$ cat src/rtl/fifo_pkg.sv
// Shared types and sizing helpers for the FIFO stream reader slice.
package fifo_pkg;

  typedef enum logic [1:0] {IDLE, RUN, DRAIN} rd_state_t;

  localparam int SKID_DEPTH = 2;

  function automatic int cnt_w(input int n);
    return (n > 1) ? $clog2(n) : 1;
  endfunction

endpackage

$ cat src/rtl/skid_buf2.sv
// Two-entry {data, last} buffer that absorbs the FIFO read latency.
module skid_buf2
  import fifo_pkg::*;
#(
  parameter int WIDTH = 32
) (
  input  logic             clk,
  input  logic             rstn,
  input  logic             push,
  input  logic [WIDTH-1:0] push_data,
  input  logic             push_last,
  input  logic             pop,
  output logic [1:0]       occ,
  output logic [WIDTH-1:0] head_data,
  output logic             head_last
);

  logic [WIDTH-1:0] data_mem [SKID_DEPTH];
  logic             last_mem [SKID_DEPTH];
  logic             wr_ptr;
  logic             rd_ptr;

  always_ff @(posedge clk or negedge rstn) begin
    if (!rstn) begin
      occ    <= '0;
      wr_ptr <= 1'b0;
      rd_ptr <= 1'b0;
    end else begin
      if (push) wr_ptr <= ~wr_ptr;
      if (pop)  rd_ptr <= ~rd_ptr;
      case ({push, pop})
        2'b10:   occ <= occ + 2'd1;
        2'b01:   occ <= occ - 2'd1;
        default: occ <= occ;
      endcase
    end
  end

  // Storage carries no reset; the head mux forces zeros while empty.
  always_ff @(posedge clk) begin
    if (push) begin
      data_mem[wr_ptr] <= push_data;
      last_mem[wr_ptr] <= push_last;
    end
  end

  assign head_data = (occ != 2'd0) ? data_mem[rd_ptr] : '0;
  assign head_last = (occ != 2'd0) ? last_mem[rd_ptr] : 1'b0;

  a_occ_range: assert property (@(posedge clk) disable iff (!rstn)
    occ <= 2'(SKID_DEPTH));
  a_no_overflow: assert property (@(posedge clk) disable iff (!rstn)
    !(push && !pop && occ == 2'(SKID_DEPTH)));

endmodule

$ cat src/rtl/fifo_stream_reader.sv
// Pops words from a synchronous FIFO and streams them out with a per-burst last flag.
module fifo_stream_reader
  import fifo_pkg::*;
#(
  parameter int WIDTH     = 32,
  parameter int BURST_LEN = 4
) (
  input  logic             clk,
  input  logic             rstn,
  input  logic             en,
  input  logic             fifo_empty,
  output logic             fifo_rd_en,
  input  logic [WIDTH-1:0] fifo_data,
  output logic             m_valid,
  input  logic             m_ready,
  output logic [WIDTH-1:0] m_data,
  output logic             m_last,
  output logic             busy
);

  localparam int CNT_W = cnt_w(BURST_LEN);

  rd_state_t        state;
  rd_state_t        state_nxt;
  logic             inflight;
  logic [CNT_W-1:0] burst_cnt;
  logic [1:0]       occ;
  logic             pop;
  logic             cap_last;
  logic [2:0]       pending;

  assign m_valid = (occ != 2'd0);
  assign pop     = m_valid & m_ready;

  // Slots claimed after this cycle; a new read is only safe if one stays free.
  assign pending    = {1'b0, occ} + {2'b00, inflight} - {2'b00, pop};
  assign fifo_rd_en = (state == RUN) & ~fifo_empty & (pending < 3'd2);

  assign cap_last = (burst_cnt == CNT_W'(BURST_LEN - 1));
  assign busy     = (state != IDLE) | (occ != 2'd0) | inflight;

  always_comb begin
    state_nxt = state;
    case (state)
      IDLE:    if (en) state_nxt = RUN;
      RUN:     if (!en) state_nxt = DRAIN;
      DRAIN: begin
        if (en)                                   state_nxt = RUN;
        else if (!inflight && (occ == 2'd0))      state_nxt = IDLE;
      end
      default: state_nxt = IDLE;
    endcase
  end

  always_ff @(posedge clk or negedge rstn) begin
    if (!rstn) begin
      state     <= IDLE;
      inflight  <= 1'b0;
      burst_cnt <= '0;
    end else begin
      state    <= state_nxt;
      inflight <= fifo_rd_en;
      // Burst position survives IDLE/DRAIN so partial bursts resume.
      if (inflight) burst_cnt <= cap_last ? '0 : burst_cnt + CNT_W'(1);
    end
  end

  skid_buf2 #(.WIDTH(WIDTH)) u_skid (
    .clk       (clk),
    .rstn      (rstn),
    .push      (inflight),
    .push_data (fifo_data),
    .push_last (cap_last),
    .pop       (pop),
    .occ       (occ),
    .head_data (m_data),
    .head_last (m_last)
  );

endmodule
$ cat config.mk
export PLATFORM = sky130hd
export DESIGN_NAME = fifo_stream_reader
export DESIGN_NICKNAME = d
export VERILOG_FILES = /design/src/rtl/fifo_pkg.sv /design/src/rtl/skid_buf2.sv /design/src/rtl/fifo_stream_reader.sv
export SDC_FILE = /design/constraint.sdc
export NUM_CORES = 1
export LEC_CHECK = 0
export CAP_MARGIN = 20
export CORE_AREA = 2 2 86 88
export CTS_CLUSTER_DIAMETER = 200
export CTS_CLUSTER_SIZE = 14
export DETAILED_ROUTE_END_ITERATION = 10
export DIE_AREA = 0 0 88 90
export GPL_TIMING_DRIVEN = 0
export PLACE_DENSITY = 0.74
export SLEW_MARGIN = 10
export SYNTH_ARGS = -nofsm -noshare
export SYNTH_HDL_FRONTEND = slang
export SYNTH_SLANG_ARGS = --single-unit
$ cat constraint.sdc
create_clock -name clk -period 2.65 [get_ports clk]
set_clock_uncertainty 0.15 [all_clocks]
set_input_delay 0.53 -clock clk [delete_from_list [all_inputs] [get_ports clk]]
set_output_delay 0.53 -clock clk [all_outputs]
set_load 0.005 [all_outputs]
======== Word level (Yosys, flattened, before mapping) ========
Memory sizes are Yosys's and may differ from the RTL's.
Cells that the tools add are included.
storage, ports and cells
  register bits ........................... 9
  RAM bits ................................ 66
  memories kept ........................... 2
  output and inout bits ................... 36
operators by class
  reductions and logical operators ........ 8
  $lt $le $gt $ge ......................... 1
  equality and inequality tests ........... 8
  bitwise logic cells ..................... 8
  mux-type cells .......................... 11
  add/subtract/negate cells ............... 5
memories
  name             words  width  rd ports  clocked after Yosys merged registers in  wr ports  RTL line         source
  u_skid.data_mem  2      32     1         0                                        1         skid_buf2.sv:18  logic [WIDTH-1:0] data_mem [SKID_DEPTH];
  u_skid.last_mem  2      1      1         0                                        1         skid_buf2.sv:19  logic last_mem [SKID_DEPTH];
operators with widths
  cell                   count
  $mux W32               1
  $mux W2                5
  $eq A2 B2 Y1 const B   3
  $pmux W2 S3            1
  $reduce_bool A2 Y1     3
  $add A2 B1 Y2 const B  2
  $eq A2 B1 Y1 const B   2
  $logic_not A2 Y1       2
  $ne A2 B2 Y1 const B   2
  $pmux W2 S2            1
  $add A2 B1 Y3          1
  $and A1 B1 Y1          3
  $lt A3 B2 Y1 const B   1
  $mux W1                3
  $ne A3 B3 Y1 const B   1
  $not A1 Y1             3
  $reduce_and A3 Y1      1
  $sub A3 B1 Y3          1
  $or A1 B1 Y1           2
  $sub A2 B1 Y2 const B  1
  $logic_and A1 B1 Y1    1
  $logic_not A1 Y1       1

======== Depth between registers and ports, before layout ========
  depth after elaboration ................. 5
  depth in mapped cells ................... 6
  mapped depth without buffers ............ 5

======== Cells and area by module ========
From an unflattened synthesis, not the netlist that was laid out.
unflattened totals
  cells, all modules ...................... 177
  area, all modules ....................... 2952.8 um^2
by module, submodules not included
  module              area an instance (um^2)  cells each  seq. area each (um^2)  instances
  skid_buf2           2672.6                   154         2082.0                 1
  fifo_stream_reader  280.3                    23          125.1                  1

======== Worst setup path after synthesis ========
Ideal clock, no wire load.
  kind .................................... reg-to-reg
  start point ............................. register inflight
  end point ............................... memory u_skid.data_mem[0][0] (enable)
  data arrival time ....................... 2048 ps
  period minus slack after synthesis ...... 2625 ps
  setup time .............................. 427 ps
  cell stages (with the launch flop) ...... 3
  setup slack ............................. 25 ps
  path through ............................ dfrtp_1 > buf_2 > nor2b_1
on the way
  word-level cells in the longest chain between the ends .. 2
ends and longest elaborated chain
  what                           RTL line                  source
  start: declaration             fifo_stream_reader.sv:25  logic inflight;
  start signal: assignment       fifo_stream_reader.sv:62  inflight <= fifo_rd_en;
  $mux W1                        skid_buf2.sv:41           if (push) begin
  $mux W1 (implied by the code)  skid_buf2.sv:42           data_mem[wr_ptr] <= push_data;
  end: declaration               skid_buf2.sv:18
Every way passes these cells.

======== Worst setup path in the final report ========
  start point ............................. register u_skid.occ[1]
  end point ............................... output fifo_rd_en
on the way
  word-level cells in the longest chain between the ends .. 5
  elaborated cells on any way between the ends .. 6
ends and longest elaborated chain
  what                                                   RTL line                  source
  start: declaration                                     skid_buf2.sv:13           output logic [1:0] occ,
  start signal: assignment                               skid_buf2.sv:32           2'b10: occ <= occ + 2'd1;
  start signal: assignment                               skid_buf2.sv:33           2'b01: occ <= occ - 2'd1;
  branches (longest 2 deep; another with $add A2 B1 Y3)  -
  $sub A3 B1 Y3 (*)                                      fifo_stream_reader.sv:36  assign pending = {1'b0, occ} + {2'b00, inflight} - {2'b00, pop};
  $lt A3 B2 Y1 (*)                                       fifo_stream_reader.sv:37  assign fifo_rd_en = (state == RUN) & ~fifo_empty & (pending < 3'd2);
  $and A1 B1 Y1 (*)                                      fifo_stream_reader.sv:37
  end: declaration                                       fifo_stream_reader.sv:12  output logic fifo_rd_en,
Mark *: on every way between the ends.

==> impl_metrics.tcl <==
set metrics [dict create \
    status "finished, violations left" \
    failed_checks "negative setup slack" \
    grt-ovfl-total 0 \
    postLayoutCoreUtil_pct 61.1 \
    powerDensity_nw_per_um2 850 \
    cts_buffers 9 \
    r2r_start "inflight$_DFF_PN0_" \
    ys.flop_type "edfxtp_1" \
    layout-drive-gt1-share_pct 18.1 \
    worstHoldPathType "in -> async" \
    synth_compound_area_share_pct 1.35 \
    cp.buffers_inverters 2 \
    final_max_slew_viol_count 0 \
    grt_pass1_wl_mm 8.45 \
    antenna_found_initial 0 \
    cts_root_buf "clkbuf_8" \
    syn_avg_cell_area_um2 16.4 \
    cts_tree "built" \
    routed_wl_mm 5.60 \
    rows 31 \
    critPathCapture "fifo_rd_en" \
    startpoint "u_skid.occ[1]$_DFFE_PN0P_" \
    final_net_count 316 \
    cp_max_fo 3 \
    synth-simple-area-share_pct 8.03 \
    antenna_left 0 \
    max_freq_mhz 364 \
    vdd_drop_max_mv 0.435 \
    drc 0 \
    vias 1767 \
    die_w_um 88 \
    grt_use_total_pct 14.4 \
    synth_top_family_by_area "multiplexers" \
    drt_pass1_iterations 3 \
    start_kind "flop" \
    clock_sinks 75 \
    synth_common_cells "66 x edfxtp_1, 35 x nor2_1, 33 x mux2i_1" \
    wl_per_cell_um 14.7 \
    worst-path-stages 7 \
    r2r_setup_slack_ns 0.76 \
    fp.dieArea_um2 7920 \
    antenna_cells 0 \
    place_area_um2 3860 \
    path_class "reg -> out" \
    post-route-period-util_pct 104 \
    initial_core_util_pct 42.4 \
    hpwl_mm 3.52 \
    required_ns 1.97 \
    die_h_um 90 \
    io_pins 73 \
    max-slew-margin-rel_pct 45.1 \
    hold_buffers 0 \
    syn_area_um2 2980 \
    hold_viol_final 0 \
    synth_xor_area_share_pct 1.18 \
    cp-end-kind "primary output" \
    ys_types 29 \
    synth.most_common_cell "edfxtp_1" \
    worst_pin_slew_ns 0.824 \
    setup_ws_ns -0.0997 \
    period_needed_ns 2.75 \
    routabilityCongestion 0.670 \
    clockBufferDepth 2 \
    grt_pass1_vias 1767 \
    r2r_end "u_skid.data_mem[1][6]$_DFFE_PP_" \
    drt-initial-drc-count 56 \
    port_buffers 72 \
    ys_ff_latch 75 \
    clk_pin_slew_ns 0.08 \
    synth_warnings 0 \
    via_per_inst 4.65 \
    synth_edf_count 66 \
    synth.area.mux_share_pct 11.9 \
    yosys.area.top_type_share_pct 66.6 \
    cp.arrival_ns 2.07 \
    final_area_um2 4290 \
    core_area_um2 7020 \
    max_stage_delay_ns 0.38 \
    synth_fp_nets 220 \
    synthAdderAreaFrac_pct 1.09 \
    grt_max_degree 34 \
    cap_violations 0 \
    synth-async-reset-ratio_pct 12.0 \
    synthTopCellsByArea "edfxtp_1 67%, mux2i_1 11%, dfrtp_1 7.6%, nor2_1 4.4%, buf_6 1.1%" \
    yosysSeqAreaShare_pct 74.1 \
    critPathTopFamily "simple AND/OR/NAND/NOR gates" \
    syn2layout_area_growth_pct 44.2 \
    synth_cells 181 \
    clkLatencyLatePin_ns 0.34 \
    yosysTopAreaCell "edfxtp_1" \
    cp_cell_sequence "clkbuf_8 -> and3b_4 -> o21ai_2 -> fa_2 -> xor2_1 -> nor4b_2 -> buf_2" \
    cp_slowest_cell "dfrtp_1" \
    setup_viol 1 \
    cts.htree.levels 3 \
    p_leak_uw 0.00203 \
    rsz0062_at_grt "yes" \
    rr_worst_depth 2 \
]
state kept, by name, indices dropped and copies added, names as in the netlist:
register         count
inflight             1
state                2
u_skid.last_mem      2
u_skid.occ           2
u_skid.data_mem     64
u_skid.wr_ptr        1
burst_cnt            2
u_skid.rd_ptr        1
metrics by stage:
step           instances  power (uW)  setup slack [ns]  TNS (ns)  hold WS (ns)
3_5_place_dp         353        2610            -0.850    -0.850         0.342
5_1_grt              380        3830            -0.207    -0.207         0.360
4_1_cts              373        3660            -0.165    -0.165         0.341
2_1_floorplan        181        2120            0.0250         0        0.0844
3_3_place_gp         352        2570            -0.900    -30.49         0.317
6_report             380        3650           -0.0997   -0.0997         0.334
how the worst min path moves through the flow:
stage	to	start	cells past startpoint
2_1_floorplan	burst_cnt[0]$_DFFE_PN0P_	rstn	0
3_3_place_gp	u_skid.wr_ptr$_DFFE_PN0P_	u_skid.wr_ptr$_DFFE_PN0P_	1
3_5_place_dp	state[0]$_DFFE_PN0P_	state[1]$_DFFE_PN0P_	1
4_1_cts	inflight$_DFF_PN0_	rstn	1
5_1_grt	state[0]$_DFFE_PN0P_	state[1]$_DFFE_PN0P_	1
6_report	burst_cnt[0]$_DFFE_PN0P_	rstn	1
metal layers:
| metal | share of wire, % | global-route usage (%) |
|---|---|---|
| met5 | 0 | 0 |
| met2 | 52 | 24.7 |
| met4 | 2.0 | 6.54 |
| met1 | 40 | 16.3 |
| met3 | 5.2 | 4.22 |
cells by family (layout without fill, tap and decap cells):
logic type,count (synthesis),count (layout)
adders and majority gates,2,2
muxes,35,35
AOI/OAI and AO/OA,7,7
xor gates and xnor gates,4,4
DFF,75,75
buffers and inverters,10,110
and+or+nand+nor,48,48
final cells by class:
| type | instances | area [um^2] |
|---|---|---|
| Fill cell | 564 | 2730 |
| Clock inverter | 6 | 105 |
| Multi-Input combinational cell | 96 | 717 |
| Tap cell | 99 | 124 |
| Timing Repair Buffer | 85 | 916 |
| Inverter | 1 | 3.75 |
| Sequential cell | 75 | 2210 |
| Buffer | 9 | 93.8 |
| Clock buffer | 9 | 124 |
worst reg2reg max path, cell delays in order (launching register included):
cell and delay [ns]:
dfrtp_1 0.36, buf_2 0.25, and2_2 0.74
cells in the final DEF (no fill, tap or decap), types with 2 or more instances in the layout:
| cell | Yosys | routed |
|---|---|---|
| clkinv_1 | 0 | 2 |
| clkdlybuf4s50_1 | 0 | 42 |
| mux2i_1 | 33 | 33 |
| clkbuf_8 | 0 | 10 |
| edfxtp_1 | 66 | 66 |
| xor2_1 | 2 | 2 |
| dlymetal6s2s_1 | 0 | 28 |
| buf_6 | 3 | 7 |
| bufinv_16 | 0 | 3 |
| a21oi_1 | 2 | 2 |
| nand2_1 | 2 | 2 |
| nor2_1 | 35 | 34 |
| nor2_4 | 2 | 2 |
| buf_2 | 4 | 3 |
| dfrtp_1 | 9 | 8 |
| xnor2_1 | 2 | 2 |
| buf_4 | 1 | 10 |
| mux2_2 | 2 | 2 |
where the power goes:
group	leakage [uW]	internal, uW	switching (uW)
clock	0.000110	614	396
sequential	0.000712	1440	48.1
combinational	0.00121	642	505
total	0.00203	2700	949
timing repair:
| item | in CTS | in global routing |
|---|---|---|
| gates resized for setup | 16 | 32 |
| setup buffers | 5 | 4 |
| pin swaps | 2 | 2 |
| cloned | 0 | 3 |
| setup endpoints to repair | 18 | 34 |
Note: power is estimated with default switching activity, not from simulation.
